===== src/rtl/rr_arb2_pkg.sv =====
// rr_arb2 shared types: FSM state encoding and source ids.
// Source ids double as the sel value (0=A, 1=B).
package rr_arb2_pkg;

    typedef enum logic [1:0] {
        IDLE   = 2'd0,
        LOCK_A = 2'd1,
        LOCK_B = 2'd2
    } state_t;

    localparam logic SRC_A = 1'b0;
    localparam logic SRC_B = 1'b1;

endpackage


===== src/rtl/rr_arb2.sv =====
// rr_arb2: packet-atomic round-robin 2:1 arbiter with a registered output.
// Ports: clk, rst_n (sync, active-low); a_*/b_* valid/data/last/ready
// sources; y_valid/y_data/y_last/sel registered output; y_ready from sink.
module rr_arb2 #(
    parameter int DATA_W = 8
) (
    input  logic              clk,
    input  logic              rst_n,
    input  logic              a_valid,
    input  logic [DATA_W-1:0] a_data,
    input  logic              a_last,
    output logic              a_ready,
    input  logic              b_valid,
    input  logic [DATA_W-1:0] b_data,
    input  logic              b_last,
    output logic              b_ready,
    output logic              y_valid,
    output logic [DATA_W-1:0] y_data,
    output logic              y_last,
    output logic              sel,
    input  logic              y_ready
);
    import rr_arb2_pkg::*;

    state_t state, state_nx;
    logic   last_src, last_src_nx;
    logic   ld;
    logic   grant_a, grant_b;
    logic   take_a, take_b, take;

    // Output register can load when empty or draining this cycle.
    assign ld = !y_valid || y_ready;

    always_comb begin
        grant_a = 1'b0;
        grant_b = 1'b0;
        unique case (state)
            IDLE: begin
                // Contention goes to the source that did not finish last.
                if (a_valid && (!b_valid || last_src == SRC_B))
                    grant_a = 1'b1;
                else if (b_valid)
                    grant_b = 1'b1;
            end
            LOCK_A:  grant_a = 1'b1;
            LOCK_B:  grant_b = 1'b1;
            default: ;
        endcase
    end

    // Readies are forced low while reset is held.
    assign a_ready = rst_n && ld && grant_a;
    assign b_ready = rst_n && ld && grant_b;

    assign take_a = a_valid && a_ready;
    assign take_b = b_valid && b_ready;
    assign take   = take_a || take_b;

    always_comb begin
        state_nx    = state;
        last_src_nx = last_src;
        unique case (1'b1)
            take_a: begin
                if (a_last) begin
                    state_nx    = IDLE;
                    last_src_nx = SRC_A;
                end else begin
                    state_nx    = LOCK_A;
                end
            end
            take_b: begin
                if (b_last) begin
                    state_nx    = IDLE;
                    last_src_nx = SRC_B;
                end else begin
                    state_nx    = LOCK_B;
                end
            end
            default: ;
        endcase
    end

    always_ff @(posedge clk) begin
        if (!rst_n) begin
            state    <= IDLE;
            last_src <= SRC_B;
            y_valid  <= 1'b0;
            y_data   <= '0;
            y_last   <= 1'b0;
            sel      <= SRC_A;
        end else begin
            state    <= state_nx;
            last_src <= last_src_nx;
            if (ld) begin
                y_valid <= take;
                if (take) begin
                    y_data <= take_b ? b_data : a_data;
                    y_last <= take_b ? b_last : a_last;
                    sel    <= take_b ? SRC_B : SRC_A;
                end
            end
        end
    end

endmodule


===== config.mk =====
export PLATFORM = sky130hd
export DESIGN_NAME = rr_arb2
export DESIGN_NICKNAME = d
export VERILOG_FILES = /design/src/rtl/rr_arb2_pkg.sv /design/src/rtl/rr_arb2.sv
export SDC_FILE = /design/constraint.sdc
export NUM_CORES = 1
export LEC_CHECK = 0
export ABC_AREA = 1
export CORE_UTILIZATION = 40
export CTS_CLUSTER_SIZE = 12
export DETAILED_ROUTE_END_ITERATION = 8
export GPL_ROUTABILITY_DRIVEN = 0
export PLACE_DENSITY = 0.75
export SLEW_MARGIN = 5
export SYNTH_ARGS = -nofsm -noshare
export SYNTH_HDL_FRONTEND = slang
export SYNTH_SLANG_ARGS = --single-unit

===== constraint.sdc =====
create_clock -name clk -period 1.5 [get_ports clk]
set_input_delay 0.3 -clock clk [delete_from_list [all_inputs] [get_ports clk]]
set_output_delay 0.3 -clock clk [all_outputs]
set_load 0.02 [all_outputs]

; ---- Word level (Yosys, flattened, before mapping)
; Index checks and enable logic that the tools add are counted.
[totals]
ff_bits = 14
in_bits = 23
out_inout_bits = 13
[op_classes]
eq_ne = 4
n_mux = 14
reduce_logical = 15
[ops]
columns = cell, n
row1 = two-way mux 1 bit, 8
row2 = two-way mux 8 bit, 1
row3 = logical AND 1 bit, 6
row4 = one-hot mux 1 bit (2 select lines), 3
row5 = "inequality test 2 bit, second input constant", 2
row6 = one-hot mux 2 bit (2 select lines), 1
row7 = logical OR 1 bit, 3
row8 = AND reduction 3 bit, 1
row9 = "equality test 2 x 1 -> 1 bit, second input constant", 1
row10 = "equality test 2 bit, second input constant", 1
row11 = logical NOT 1 bit, 2
row12 = logical NOT 2 bit, 1
row13 = two-way mux 2 bit, 1
row14 = AND reduction 2 bit, 1
row15 = nonzero test 2 bit, 1

; ---- Longest topological paths before layout
; Gate-level depths: netlist of the first run.
[depth]
word_depth = 9
depth_mapped = 10
ltp_nobuf = 10

; ---- Least setup slack after synthesis of the first run
; Ideal clock, no wire load.
[synth_timing]
path_kind = flip-flop to output port
from = register y_valid
to = output b_ready
t_arrival_ns = 1.053
t_required_ns = 1.200
path_slack_ns = 0.147
stages_incl_launch_ff = 6
path_cell_list = dfxtp_1 > nand2_1 > nand2_2 > nor2_4 > buf_2 > and2_1
[synth_between]
elab_chain_cells = 4
[synth_rtl]
columns = element, line
row1 = "start, declared", rr_arb2.sv:17  ; output logic y_valid,
row2 = "start signal, assigned", rr_arb2.sv:95  ; y_valid <= take;
row3 = logical NOT 1 bit, rr_arb2.sv:32  ; assign ld = !y_valid || y_ready;
row4 = logical OR 1 bit, rr_arb2.sv:32
row5 = logical AND 1 bit (2 in series), rr_arb2.sv:53  ; assign b_ready = rst_n && ld && grant_b;
row6 = "end, declared", rr_arb2.sv:16  ; output logic b_ready,
; Every way passes these cells.

; ---- Final worst setup path of the first run
[layout_timing]
from = register last_src
to = output b_ready
[layout_between]
elab_chain_cells = 5
[layout_rtl]
columns = element, line
row1 = "start, declared", rr_arb2.sv:26  ; logic last_src, last_src_nx;
row2 = "start signal, assigned", rr_arb2.sv:93  ; last_src <= last_src_nx;
row3 = logical OR 1 bit, rr_arb2.sv:40  ; if (a_valid && (!b_valid || last_src == SRC_B))
row4 = logical AND 1 bit, rr_arb2.sv:40
row5 = two-way mux 1 bit, rr_arb2.sv:40
row6 = one-hot mux 1 bit (2 select lines), rr_arb2.sv:37  ; unique case (state)
row7 = logical AND 1 bit, rr_arb2.sv:53
; Every way passes these cells.

==> impl_metrics.csv, run 1 <==
group,metric,value,unit
run_status,outcome,"complete, no violations",
synth,syn_area_per_cell,6.670,um^2
drt,dr.first_iter.drc_count,9,
worst_setup_path,start_kind,"flop",
power,p_per_area,787.1,nW/um^2
power,seqPwrFrac,41.0,%
final_layout,drive_gt1_share,20.25,%
power,ir_drop,0.5191,mV
synth,muxShareOfSynthArea,0,%
clock_network,cts_buffers,3,
global_route,grt_pass1_wl,3284,um
global_route,grt_max_degree,14,
global_route,grt_use_met1,27.08,%
sta,final.setup.worst_slack,0.03914,ns
sta,holdWs,0.4686,ns
floorplan,die_w,46.36,um
worst_setup_path,cpMaxStageDelayCell,"dfxtp_2",
worst_setup_path,crit_fanout,2,
drt,route.vias.total,903,
floorplan,core,1783,um^2
worst_setup_path,r2r-end,"y_last$_SDFFE_PN0P_",
synth,syn-cell-area,787.0,um^2
worst_setup_path,r2r_cells,9,
clock_network,clk_latency,0.28,ns
synth,yosysWarnings,0,
floorplan,dieArea,2149,um^2
worst_setup_path,crit_buf_inv,2,
synth,synth_top_area_share,35.61,%
worst_setup_path,worst_setup_path_end_kind,"output pin",
global_route,busiest_layer,"met2",
hold_path,worstHoldPathCells,2,
worst_setup_path,cp_cell_sequence,"inv_2, o21ai_2, nand2_1, and2_4, buf_6",
drt,drt_first_pass_iters,4,
flow_run,maxCapViolCount,0,
clock_network,cts_tree,"yes",
worst_setup_path,r2r_slack,0.12,ns
power,p_total,1.013,mW
worst_setup_path,crit-reg2reg-launch,"last_src$_SDFFE_PN1P_",
sta,post-route-period-util,97.39,%
global_route,antenna_found_initial,0,
sta,skew,0.004480,ns
synth,synth_cell_types,19,
global_route,grt_pass1_vias,782,
worst_setup_path,cp_data_arrival_time,1.16,ns
worst_setup_path,crit_family,"flip-flops",
synth,yosys.area_share.simple,50.56,%
power,leakage,0.6595,nW
clock_network,cts.sinks,14,
placement,place_ws,-0.6104,ns
synth,ys_top_cells_by_area,"dfxtp_1 36%, nand2_1 17%, nor2_1 8.6%, nand4_1 7.9%, nand3b_1 7.6%",
sta,setup_viol,0,
clock_network,h-tree-depth,1,
synth,syn-num-nets,141,
final_layout,final_common_cell,"nand2_1",
hold_path,min_path_type,"flop to flop",
synth,synth_cells,118,
power,p_comb_share,32.2,%
final_layout,layout-area-overhead-vs-synth,63.59,%
power,swShare,29.76,%
synth,synth-compound-area-share,3.180,%
sta,fmax,684.5,MHz
floorplan,pin_count,36,
global_route,gr-total-overflow,0,
sta,fin_crit,1.461,ns
drt,wl_per_cell,11.24,um
floorplan,fp.dieH,46.36,um
power,p_int,711.8,uW
floorplan,row_count,15,
synth,yosysTopAreaCell,"dfxtp_1",
worst_setup_path,crit_type,"flop to output pin",
global_route,grt_use_met2,36.11,%
sta,worstMarginPinSlew,0.2158,ns
hold_path,worstHoldEndpoint,"last_src$_SDFFE_PN1P_",
drt,vias_per_cell,4.803,
global_route,grtUsageMet3,4.706,%
hold_path,hold_start,"last_src$_SDFFE_PN1P_",
drt,drt-total-wl,2114,um
drt,route.detailed.drc,0,
placement,io_buffers,35,
clock_network,clkTransAtPathRegs,0.09,ns
clock_network,clockBufferDepth,2,
sta,slew_headroom,85.67,%
clock_network,root_buffer,"clkbuf_4",
global_route,grt_usage,22.32,%
final_layout,diodes,0,
worst_setup_path,crit_required,1.20,ns
placement,dpl.hpwl,1513,um
drt,ant_nets,0,
synth,synthAdderAreaFrac,0,%
sta,finalHoldViolations,0,
synth,synth-xor-area-share,0,%
synth,seq_area_frac_synth,35.61,%
synth,ys_ff_latch,14,
synth,synth_top_family_by_area,"simple AND/OR/NAND/NOR gates",
floorplan,initial_core_util,44.14,%
power,clkPwrFrac,26.8,%
sta,drv_slew,0,
final_layout,final_cell_mix,"35 x nand2_1, 18 x nor2_1, 18 x clkdlybuf4s50_1",
final_layout,num-nets-final,187,
power,switchingPower,301.6,uW
worst_setup_path,cpPeakStageDelay,0.34,ns
-- cells by family (layout without fill, tap and decap cells) --
logic type / Yosys count / in the layout
buffers and inverters: 17 / 62
AO/OA/AOI/OAI: 5 / 5
AND/OR/NAND/NOR: 82 / 82
flip-flops: 14 / 14
-- worst reg2reg max path: cells and delay by family (launching register included) --
family          cells  cell delay [ns]
compound gates      1             0.14
buf+inv             3             0.37
flops               1             0.34
simple gates        5             0.43
-- stage by stage --
step / area, um^2 / TNS [ns] / std cells / utilization [%]
after global placement: 1229 / -6.206 / 184 / 68.91
after detailed placement: 1229 / -6.633 / 184 / 68.91
after floorplan: 787.0 / 0 / 118 / -
after global routing: 1287 / -0.03800 / 188 / 72.21
after CTS: 1252 / 0 / 188 / 70.25
final: 1287 / 0 / 188 / 72.21
-- cell usage after synthesis (all sizes together) --
library cell	number
nor2	20
and2	2
inv	10
clkinv	1
nand4	10
nand3b	8
nand2	38
nand3	4
o21ai	3
a21oi	2
dfxtp	14
buf	6
-- power by group through the flow --
stage	logic, mW	clock network [mW]	registers (mW)
finish	0.327	0.271	0.415
CTS	0.314	0.282	0.414
detailed placement	0.330	0	0.423
global route	0.360	0.299	0.419
global placement	0.323	0	0.422
floorplan	0.133	0	0.454
-- routing by layer --
metal	vias up	part of all wire, %
li1	466	-
met1	402	43
met2	31	50
met3	4	5.0
met4	0	1.7
met5	-	0
-- state kept, by name, summed over array words and instances (netlist names) --
| name | flops |
|---|---|
| last_src | 1 |
| y_last | 1 |
| y_data | 8 |
| y_valid | 1 |
| state | 2 |
| sel | 1 |
-- layout make-up --
type	instances	area, um^2
multi-input combinational	87	451.7
fill	153	495.5
sequential	14	282.8
clock buffer	4	36.28
inverter	11	45.04
timing repair buffer	47	440.4
tap	25	31.28
-- timing repair --
action | in CTS | in global routing
resized for setup | 29 | 11
setup endpoints to repair | 26 | 13
setup buffers | 0 | 0
pin swaps | 3 | 4
hold buffers | 0 | 0
-- how the worst max path moves through the flow --
stage	slack, ns	from	cells past startpoint	end
after global placement	-0.60	y_ready	7	a_ready
after floorplan	0.15	y_valid$_SDFFE_PN0N_	5	b_ready
after global routing	-0.02	last_src$_SDFFE_PN1P_	5	b_ready
after CTS	0.006	last_src$_SDFFE_PN1P_	5	b_ready
final	0.04	last_src$_SDFFE_PN1P_	5	b_ready
after detailed placement	-0.61	y_ready	7	a_ready
(Power assumes the default switching activity.)
==> inputs of run 2 (changes only) <==
Settings changed: CORE_ASPECT_RATIO set to 1.1.
Clock period 1.5 ns to 1.4 ns, I/O delays scaled along.
==> impl_metrics.csv, run 2 (synthesized netlist as in run 1, its figures left out) <==
group,metric,value,unit
sta,finalHoldViolations,0,
floorplan,die_w,44.29,um
run_status,violations,"negative setup slack",
worst_setup_path,crit_type,"flop to output pin",
run_status,outcome,"complete, but fails checks",
clock_network,clockBufferDepth,2,
power,leakage,0.6909,nW
power,p_per_area,829.1,nW/um^2
hold_path,min_path_type,"flop to flop",
flow_run,maxCapViolCount,0,
worst_setup_path,crit_required,1.12,ns
worst_setup_path,crit_fanout,2,
placement,dpl.hpwl,1547,um
drt,drt_first_pass_iters,4,
placement,placed_area,1226,um^2
sta,rsz0062_at_grt,"yes",
sta,slew_headroom,85.70,%
worst_setup_path,start_kind,"flop",
power,ir_drop,0.5823,mV
clock_network,h-tree-depth,1,
drt,vias_per_cell,4.790,
sta,setup_viol,2,
floorplan,initial_core_util,43.20,%
final_layout,diodes,0,
clock_network,hold_buffers,0,
worst_setup_path,cp_data_arrival_time,1.16,ns
global_route,gr-total-overflow,0,
clock_network,clkTransAtPathRegs,0.09,ns
global_route,grt_pass1_wl,3443,um
final_layout,final_area,1335,um^2
floorplan,core,1822,um^2
final_layout,largest_reg_flops,8,
clock_network,cts.sinks,14,
sta,drv_slew,0,
sta,final.setup.worst_slack,-0.03612,ns
sta,skew,0.004310,ns
drt,route.vias.total,934,
final_layout,final_common_cell,"nand2_1",
worst_setup_path,worst_setup_path_end_kind,"output pin",
clock_network,root_buffer,"clkbuf_4",
final_layout,drive_gt1_share,24.40,%
drt,route.detailed.drc,0,
global_route,grt_usage,21.30,%
floorplan,fp.dieH,48.52,um
final_layout,largest-register,"y_data",
drt,dr.first_iter.drc_count,8,
sta,tns,-0.04049,ns
final_layout,layout-area-overhead-vs-synth,69.63,%
global_route,grt_max_degree,14,
sta,post-route-period-util,102.6,%
drt,ant_nets,0,
global_route,antenna_found_initial,0,
clock_network,cts_tree,"yes",
sta,worstMarginPinSlew,0.2153,ns
sta,fin_crit,1.436,ns
drt,wl_per_cell,10.98,um
final_layout,final_cell_mix,"33 x nand2_1, 18 x nor2_1, 18 x clkdlybuf4s50_1",
final_layout,num-nets-final,192,
floorplan,pin_count,36,
clock_network,cts_buffers,3,
floorplan,row_count,16,
placement,io_buffers,35,
global_route,grt_pass1_vias,851,
final_layout,top_regs,"y_data: 8 flops, state: 2 flops",
clock_network,clk_latency,0.28,ns
sta,fmax,696.3,MHz
drt,drt-total-wl,2142,um
floorplan,dieArea,2149,um^2
==> run 2: cell types whose count changed in the layout (fill, tap and decap cells not counted), sizes merged <==
cell,before,now
buf,14,19
==> run 2: worst paths after layout <==
check                           slack, ns                   from               endpoint  depth (start not counted)
worst min-delay path                 0.46  last_src$_SDFFE_PN1P_  last_src$_SDFFE_PN1P_                          2
worst max register to register       0.06  last_src$_SDFFE_PN1P_    y_last$_SDFFE_PN0P_                          9
worst min register to register       0.46  last_src$_SDFFE_PN1P_  last_src$_SDFFE_PN1P_                          2
worst max-delay path                -0.04  last_src$_SDFFE_PN1P_                b_ready                          5
==> run 2: power breakdown <==
group          switching (mW)  internal (mW)  total [mW]
clock                   0.139          0.158       0.297
sequential             0.0156          0.431       0.447
combinational           0.180          0.183       0.363
total                   0.334          0.773        1.11
==> run 2: metal layers <==
metal	track usage (%)	up-vias	part of all wire (%)	routed length [um]
met5	0	-	0	0
met4	8.081	0	1.7	36
met3	3.358	4	3.9	83
met2	38.48	26	54	1164
met1	24.01	428	40	858
li1	-	476	-	-
==> run 2: stage by stage <==
stage          worst slack [ns]  utilization, %  total power, mW  std cells  hold WS, ns
2_1_floorplan           0.06670               -           0.6287        118       0.4188
3_3_place_gp            -0.6605           67.31           0.7948        187       0.4382
3_5_place_dp            -0.6899           67.31           0.8017        187       0.4424
4_1_cts                -0.07461           70.60            1.090        192       0.4586
5_1_grt                -0.07270           73.28            1.163        195       0.4707
6_report               -0.03612           73.28            1.107        195       0.4606
==> run 2: critical path: stages, from the launching register on <==
cell     delay (ns)
dfxtp_2        0.35
inv_2          0.05
o21ai_2        0.14
nand2_2        0.08
and2_4         0.14
buf_6          0.12
==> run 2: final cells by class <==
type,instances,area [um^2]
well taps,27,33.78
inverters,11,45.04
fillers,145,486.7
flip-flops and latches,14,284.0
clock buffers,4,36.28
repair buffers,52,474.2
multi-input cells,87,461.7
==> run 2: repair_timing <==
item / in CTS / in global routing
endpoints found under the setup margin: 26 / 13
resized for setup: 39 / 8
cloned: 0 / 1
pin swaps: 5 / 4
setup buffers: 1 / 2
